===== src/rtl/alu_ctl_seq.sv =====
// ALU control decoder with a registered control code and an iterative WIDTH-bit
// multiply/divide sequencer owning HI/LO. Define SIGNED_MD_EN for two's-complement mult/div.
module alu_ctl_seq #(
    parameter int unsigned WIDTH = 32
) (
    input  logic             clk,
    input  logic             rst_n,
    input  logic [2:0]       op_i,
    input  logic [5:0]       funct_i,
    input  logic             valid_i,
    input  logic [WIDTH-1:0] a_i,
    input  logic [WIDTH-1:0] b_i,
    output logic             ready_o,
    output logic [3:0]       alu_ctl_o,
    output logic             illegal_o,
    output logic             busy_o,
    output logic             done_o,
    output logic [WIDTH-1:0] hi_o,
    output logic [WIDTH-1:0] lo_o
);

    localparam int unsigned CNT_W = ($clog2(WIDTH) > 5) ? $clog2(WIDTH) : 5;
    localparam int unsigned ACC_W = 2 * WIDTH;

    typedef enum logic [1:0] {S_IDLE, S_MUL, S_DIV, S_DONE} state_e;

    state_e           state_q, state_d;
    logic [CNT_W-1:0] cnt_q, cnt_d;
    logic [ACC_W-1:0] acc_q, acc_d;
    logic [WIDTH-1:0] opnd_q, opnd_d;
    logic [WIDTH-1:0] hi_q, hi_d, lo_q, lo_d;
    logic [3:0]       alu_ctl_q, alu_ctl_d;
    logic             illegal_q, illegal_d;
    logic             ready_q, ready_d, busy_q, busy_d, done_q, done_d;

    logic [3:0]       dec_ctl;
    logic             dec_ill, dec_mult, dec_div, accept;
    logic [WIDTH-1:0] a_mag, b_mag;
    logic [WIDTH:0]   mul_sum, div_shift, div_diff;
    logic [ACC_W-1:0] mul_next, div_next, mul_res;
    logic [WIDTH-1:0] div_quo, div_rem;

    // Funct/ALUOp decode; illegal only tracks R-type accepts
    always_comb begin
        dec_ctl  = 4'b0010;
        dec_ill  = illegal_q;
        dec_mult = 1'b0;
        dec_div  = 1'b0;
        case (op_i)
            3'b001:  dec_ctl = 4'b0110;
            3'b011:  dec_ctl = 4'b0000;
            3'b100:  dec_ctl = 4'b0001;
            3'b101:  dec_ctl = 4'b0111;
            3'b010: begin
                dec_ill = 1'b0;
                case (funct_i)
                    6'b100000: dec_ctl = 4'b0010;
                    6'b100010: dec_ctl = 4'b0110;
                    6'b100100: dec_ctl = 4'b0000;
                    6'b100101: dec_ctl = 4'b0001;
                    6'b101010: dec_ctl = 4'b0111;
                    6'b100110: dec_ctl = 4'b0101;
                    6'b100111: dec_ctl = 4'b1100;
                    6'b011000: begin dec_ctl = 4'b1000; dec_mult = 1'b1; end
                    6'b011010: begin dec_ctl = 4'b1010; dec_div  = 1'b1; end
                    6'b010000: dec_ctl = 4'b1101;
                    6'b010010: dec_ctl = 4'b1110;
                    default: begin dec_ctl = 4'b1111; dec_ill = 1'b1; end
                endcase
            end
            default: dec_ctl = 4'b0010;
        endcase
    end

    assign accept = valid_i && ready_q;

`ifdef SIGNED_MD_EN
    logic neg_q, neg_d, rneg_q, rneg_d;
    assign a_mag = a_i[WIDTH-1] ? -a_i : a_i;
    assign b_mag = b_i[WIDTH-1] ? -b_i : b_i;
`else
    assign a_mag = a_i;
    assign b_mag = b_i;
`endif

    // One iteration step: acc holds {partial/remainder, multiplier/quotient}
    assign mul_sum   = {1'b0, acc_q[ACC_W-1:WIDTH]} + (acc_q[0] ? {1'b0, opnd_q} : '0);
    assign mul_next  = {mul_sum, acc_q[WIDTH-1:1]};
    assign div_shift = {acc_q[ACC_W-1:WIDTH], acc_q[WIDTH-1]};
    assign div_diff  = div_shift - {1'b0, opnd_q};
    assign div_next  = div_diff[WIDTH] ? {div_shift[WIDTH-1:0], acc_q[WIDTH-2:0], 1'b0}
                                       : {div_diff[WIDTH-1:0],  acc_q[WIDTH-2:0], 1'b1};

`ifdef SIGNED_MD_EN
    assign mul_res = neg_q  ? -mul_next : mul_next;
    assign div_quo = neg_q  ? -div_next[WIDTH-1:0] : div_next[WIDTH-1:0];
    assign div_rem = rneg_q ? -div_next[ACC_W-1:WIDTH] : div_next[ACC_W-1:WIDTH];
`else
    assign mul_res = mul_next;
    assign div_quo = div_next[WIDTH-1:0];
    assign div_rem = div_next[ACC_W-1:WIDTH];
`endif

    // Next-state and datapath control
    always_comb begin
        state_d   = state_q;
        cnt_d     = cnt_q;
        acc_d     = acc_q;
        opnd_d    = opnd_q;
        hi_d      = hi_q;
        lo_d      = lo_q;
        alu_ctl_d = alu_ctl_q;
        illegal_d = illegal_q;
`ifdef SIGNED_MD_EN
        neg_d     = neg_q;
        rneg_d    = rneg_q;
`endif
        case (state_q)
            S_IDLE, S_DONE: begin
                state_d = S_IDLE;
                if (accept) begin
                    alu_ctl_d = dec_ctl;
                    illegal_d = dec_ill;
`ifdef SIGNED_MD_EN
                    neg_d     = a_i[WIDTH-1] ^ b_i[WIDTH-1];
                    rneg_d    = a_i[WIDTH-1];
`endif
                    if (dec_mult) begin
                        state_d = S_MUL;
                        cnt_d   = CNT_W'(WIDTH - 1);
                        acc_d   = {{WIDTH{1'b0}}, b_mag};
                        opnd_d  = a_mag;
                    end else if (dec_div && (b_i == '0)) begin
                        state_d = S_DONE;
                        hi_d    = a_i;
                        lo_d    = '1;
                    end else if (dec_div) begin
                        state_d = S_DIV;
                        cnt_d   = CNT_W'(WIDTH - 1);
                        acc_d   = {{WIDTH{1'b0}}, a_mag};
                        opnd_d  = b_mag;
                    end
                end
            end
            S_MUL: begin
                acc_d = mul_next;
                cnt_d = cnt_q - CNT_W'(1);
                if (cnt_q == '0) begin
                    state_d = S_DONE;
                    {hi_d, lo_d} = mul_res;
                end
            end
            S_DIV: begin
                acc_d = div_next;
                cnt_d = cnt_q - CNT_W'(1);
                if (cnt_q == '0) begin
                    state_d = S_DONE;
                    hi_d    = div_rem;
                    lo_d    = div_quo;
                end
            end
            default: state_d = S_IDLE;
        endcase
        ready_d = (state_d == S_IDLE) || (state_d == S_DONE);
        busy_d  = (state_d == S_MUL)  || (state_d == S_DIV);
        done_d  = (state_d == S_DONE);
    end

    always_ff @(posedge clk or negedge rst_n) begin
        if (!rst_n) begin
            state_q   <= S_IDLE;
            cnt_q     <= '0;
            acc_q     <= '0;
            opnd_q    <= '0;
            hi_q      <= '0;
            lo_q      <= '0;
            alu_ctl_q <= 4'b0010;
            illegal_q <= 1'b0;
            ready_q   <= 1'b1;
            busy_q    <= 1'b0;
            done_q    <= 1'b0;
`ifdef SIGNED_MD_EN
            neg_q     <= 1'b0;
            rneg_q    <= 1'b0;
`endif
        end else begin
            state_q   <= state_d;
            cnt_q     <= cnt_d;
            acc_q     <= acc_d;
            opnd_q    <= opnd_d;
            hi_q      <= hi_d;
            lo_q      <= lo_d;
            alu_ctl_q <= alu_ctl_d;
            illegal_q <= illegal_d;
            ready_q   <= ready_d;
            busy_q    <= busy_d;
            done_q    <= done_d;
`ifdef SIGNED_MD_EN
            neg_q     <= neg_d;
            rneg_q    <= rneg_d;
`endif
        end
    end

    assign ready_o   = ready_q;
    assign busy_o    = busy_q;
    assign done_o    = done_q;
    assign alu_ctl_o = alu_ctl_q;
    assign illegal_o = illegal_q;
    assign hi_o      = hi_q;
    assign lo_o      = lo_q;

endmodule

===== config.mk =====
export PLATFORM = sky130hd
export DESIGN_NAME = alu_ctl_seq
export DESIGN_NICKNAME = d
export VERILOG_FILES = /design/src/rtl/alu_ctl_seq.sv
export SDC_FILE = /design/constraint.sdc
export NUM_CORES = 1
export LEC_CHECK = 0
export CORE_ASPECT_RATIO = 0.9
export CORE_MARGIN = 8
export CORE_UTILIZATION = 23
export DETAILED_ROUTE_END_ITERATION = 8
export GPL_TIMING_DRIVEN = 0
export SLEW_MARGIN = 20
export SYNTH_ARGS = -nofsm -noshare
export SYNTH_HDL_FRONTEND = slang
export SYNTH_SLANG_ARGS = --single-unit

===== constraint.sdc =====
create_clock -name clk -period 6.6 [get_ports clk]
set_input_delay 0.66 -clock clk [delete_from_list [all_inputs] [get_ports clk]]
set_output_delay 0.66 -clock clk [all_outputs]
set_load 0.03 [all_outputs]

==> Implementation_results.wiki <==
{| class="wikitable"
! Metric !! Value
|-
| Seq/Total Area, Yosys || 33.8%
|-
| Crit path buffers/inverters || 2
|-
| Met3 Usage GRT || 5.94%
|-
| Die Width || 266 um
|-
| Status || completed
|-
| Crit start category || flop
|-
| Required time reported for the critical path endpoint || 6.89 ns
|-
| Aggregate global routing overflow || 0
|-
| Launch point of the worst reg-to-reg path || acc_q[31]
|-
| Standard-cell rows || 82
|-
| Wire length of the first global-routing pass || 85.3 mm
|-
| Largest net degree at the start of global routing || 90
|-
| Ordered list of cells on the worst path || inv_1 -> ha_1 -> fa_1 -> nand2b_1 -> a21oi_1 -> o21ai_1 -> a21boi_2 -> nand4_2 -> nand4_2 -> clkbuf_1 -> a21oi_1 -> o41ai_1 -> o21ai_0
|-
| Worst Reg-to-Reg Cells || 13
|-
| Max-slew violation count || 0
|-
| Number of port buffers || 146
|-
| Initial drt markers || 1365
|-
| Number of synthesized flops with an enable pin || 0
|-
| Clock buffer count from CTS || 17
|-
| Layout filler cell count || 6005
|-
| Average wire per cell in the routed design || 23.4 um
|-
| Worst-Skew Late Latency || 0.47 ns
|-
| Synthesized area || 0.0130 mm2
|-
| CTS-repair resized insts || 0
|-
| Yosys warnings || 0
|-
| Library cell contributing the largest single delay on the critical path || o41ai_1
|-
| Most common library cell in the layout ignoring fill and taps || nand2_1
|-
| Worst setup slack before clock tree synthesis || 1.98 ns
|-
| CTS root buffer || clkbuf_16
|-
| Share of the clock period used by the worst path after layout || 72.4%
|-
| Buffer depth of the longest clock path || 2
|-
| Share of layout cells above drive strength 1 || 5.99%
|-
| H-tree levels || 4
|-
| Num ports || 148
|-
| Fmax achieved || 209 MHz
|-
| Post-layout worst setup margin || 1.82 ns
|-
| Via count of the first global-routing pass || 13000
|-
| Vert. Die Dim || 241 um
|-
| Clock period minus worst slack || 4.78 ns
|-
| Worst Tran Pin Value || 1.20 ns
|-
| Clock skew after layout || 0.0115 ns
|-
| Global route hottest layer || met2
|-
| Worst min path class || primary input to async pin
|-
| Gate count of the mapped netlist || 1540
|-
| Final number of hold-violating endpoints || 0
|-
| Vias post-DR || 13400
|-
| Class of the most critical setup path || flop to flop
|-
| Max_cap viols || 0
|-
| Final ANT Viol Nets || 0
|-
| Detailed-placement wirelength estimate || 47.0 mm
|-
| Static leakage || 6.73 nW
|-
| CP Max Fanout || 10
|-
| Top flip-flop cell by instance count after synthesis || dfrtp_1
|-
| Number of instances in the placed design || 2443
|-
| Initial Utilization || 23.3%
|-
| Met1 track demand over resource in global routing || 24.7%
|-
| Final wirelength || 58.0 mm
|-
| Placed Instance Area || 0.0154 mm2
|-
| Final #Nets || 1852
|-
| Terminus of the critical flop-to-flop path || hi_o[20]
|-
| Slack of the worst reg-to-reg path || 1.82 ns
|-
| 1st-pass router iterations || 5
|-
| Number of storage elements in the synthesis netlist || 175
|-
| Highest ir drop seen on vdd || 209 uV
|-
| Top cell family by delay on the critical path || compound AO/OA/AOI/OAI gates
|-
| CP endpoint kind || flop
|-
| All-layer global routing usage || 17.6%
|-
| Setup bufs post-CTS || 0
|-
| CP arrival || 5.07 ns
|-
| Relative slew margins || 20.2%
|-
| Full die area || 0.0642 mm2
|-
| Number of antenna violations at the first check in global routing || 3
|-
| Sinks on Clock Net || 175
|-
| M2 GR Usage || 25.4%
|-
| Setup repair after global routing missed its margin || false
|-
| Core area || 0.0557 mm2
|-
| Fin area || 0.0160 mm2
|-
| Synth Net Count || 1686
|-
| GPL Wtd Cong || 0.972
|-
| Most frequent cells in the layout || nand2_1 (233), dfrtp_1 (173), o21ai_0 (147)
|-
| Total power density per cell area || 424 mW/mm2
|-
| Non-filler cells in the finished layout || 2476
|-
| Post-CTS Hold Buffers || 0
|-
| Clk pin slew, worst setup/hold paths || 0.07 ns
|-
| Overall power || 0.00677 W
|-
| Final setup violation count || 0
|-
| Synth-to-Final Area Change || 23.3%
|-
| Clock tree from TritonCTS || done
|-
| Library cells used by synthesis || 83
|-
| Routed vias/inst || 5.41
|-
| Delay contributed by the slowest stage of the critical path || 0.65 ns
|-
| Total DRC errors in the routed layout || 0
|-
| Share of flip-flops with an asynchronous set or reset || 100%
|-
| Mapped Avg Cell Area || 8.41 um2
|}
-- how the worst max path moves through the flow --
stage	from	to	slack, ns	cells after the start
after floorplan	acc_q[0]	hi_o[27]	3.31	13
after CTS	acc_q[0]	acc_q[61]	2.00	13
after global placement	rst_n	acc_q[62]	-2.53	1
after detailed placement	acc_q[0]	acc_q[61]	1.98	13
final	acc_q[31]	hi_o[20]	1.82	13
after global routing	acc_q[31]	hi_o[20]	1.67	13
-- routing by layer --
layer / up-vias / share of wire, %
li1: 5979 / -
met1: 6619 / 46
met2: 684 / 41
met3: 101 / 10
met4: 3 / 2.4
met5: - / 0.13
-- final cells by class --
type                       count  area [um2]  area share, %
sequential                   175        4380           27.4
antenna                        1        2.50         0.0157
clock inverter                11         108          0.673
clock buffer                  21         470           2.94
inverter                      59         221           1.39
multi-input combinational   1191        7830           49.0
buffer                       115         523           3.27
timing repair buffer         147        1490           9.35
tap                          756         946           5.92
-- cell families after synthesis --
| kind of cell | synth area share (%) |
|---|---|
| muxes | 4.41 |
| xor gates and xnor gates | 3.31 |
| buffers and inverters | 5.75 |
| adders and majority gates | 6.88 |
| and+or+nand+nor | 17.8 |
| DFF | 33.8 |
| AOI/OAI and AO/OA | 28.0 |
-- flip-flops by register name, summed over array words and instances, names as in the netlist --
register / cells
done_o: 1
lo_o: 32
state_q: 2
ready_o: 1
alu_ctl_o: 4
hi_o: 32
illegal_o: 1
opnd_q: 32
acc_q: 64
cnt_q: 5
busy_o: 1
-- synth_stat cells (6+ instances only) --
cell,number,share of area [%]
clkbuf_1,72,2.1
a2bb2oi_1,6,0.41
nor4_1,14,0.68
a21boi_0,17,0.98
a21o_1,62,3.6
a311oi_1,33,2.2
nor3_1,12,0.46
inv_1,57,1.7
o21ai_1,6,0.23
a221oi_1,34,2.3
ha_1,68,6.6
xor2_1,17,1.1
a211oi_1,8,0.46
nand3_1,26,1.0
o21a_1,13,0.75
nor2b_1,6,0.29
and3_1,22,1.1
nand4_1,17,0.82
a31oi_1,28,1.4
o211ai_1,20,1.2
o31ai_1,6,0.35
o21ai_0,147,5.7
xnor2_1,32,2.2
mux2i_1,56,4.3
a32oi_1,8,0.54
a21oi_1,87,3.4
a211o_1,8,0.54
and2_1,35,1.7
nand2b_1,41,2.0
nand2_1,233,6.7
o21bai_1,8,0.46
dfrtp_1,173,33
buf_2,35,1.4
nor2_1,45,1.3
-- stage by stage --
stage	hold slack (ns)	setup TNS [ns]	utilization, %
finish	0.201	0	28.7
global route	0.254	0	28.7
CTS	0.228	0	28.7
detailed placement	0.474	0	27.6
global placement	0.474	-434.38	27.6
floorplan	0.364	0	-
-- power breakdown --
| group | internal [W] | total, W | switching [W] | leakage [nW] |
|---|---|---|---|---|
| combinational | 0.00148 | 0.00383 | 0.00235 | 4.26 |
| sequential | 0.00147 | 0.00191 | 0.000436 | 2.21 |
| clock | 0.000552 | 0.00103 | 0.000481 | 0.268 |
| total | 0.00350 | 0.00677 | 0.00327 | 6.73 |
(Power assumes the default switching activity.)
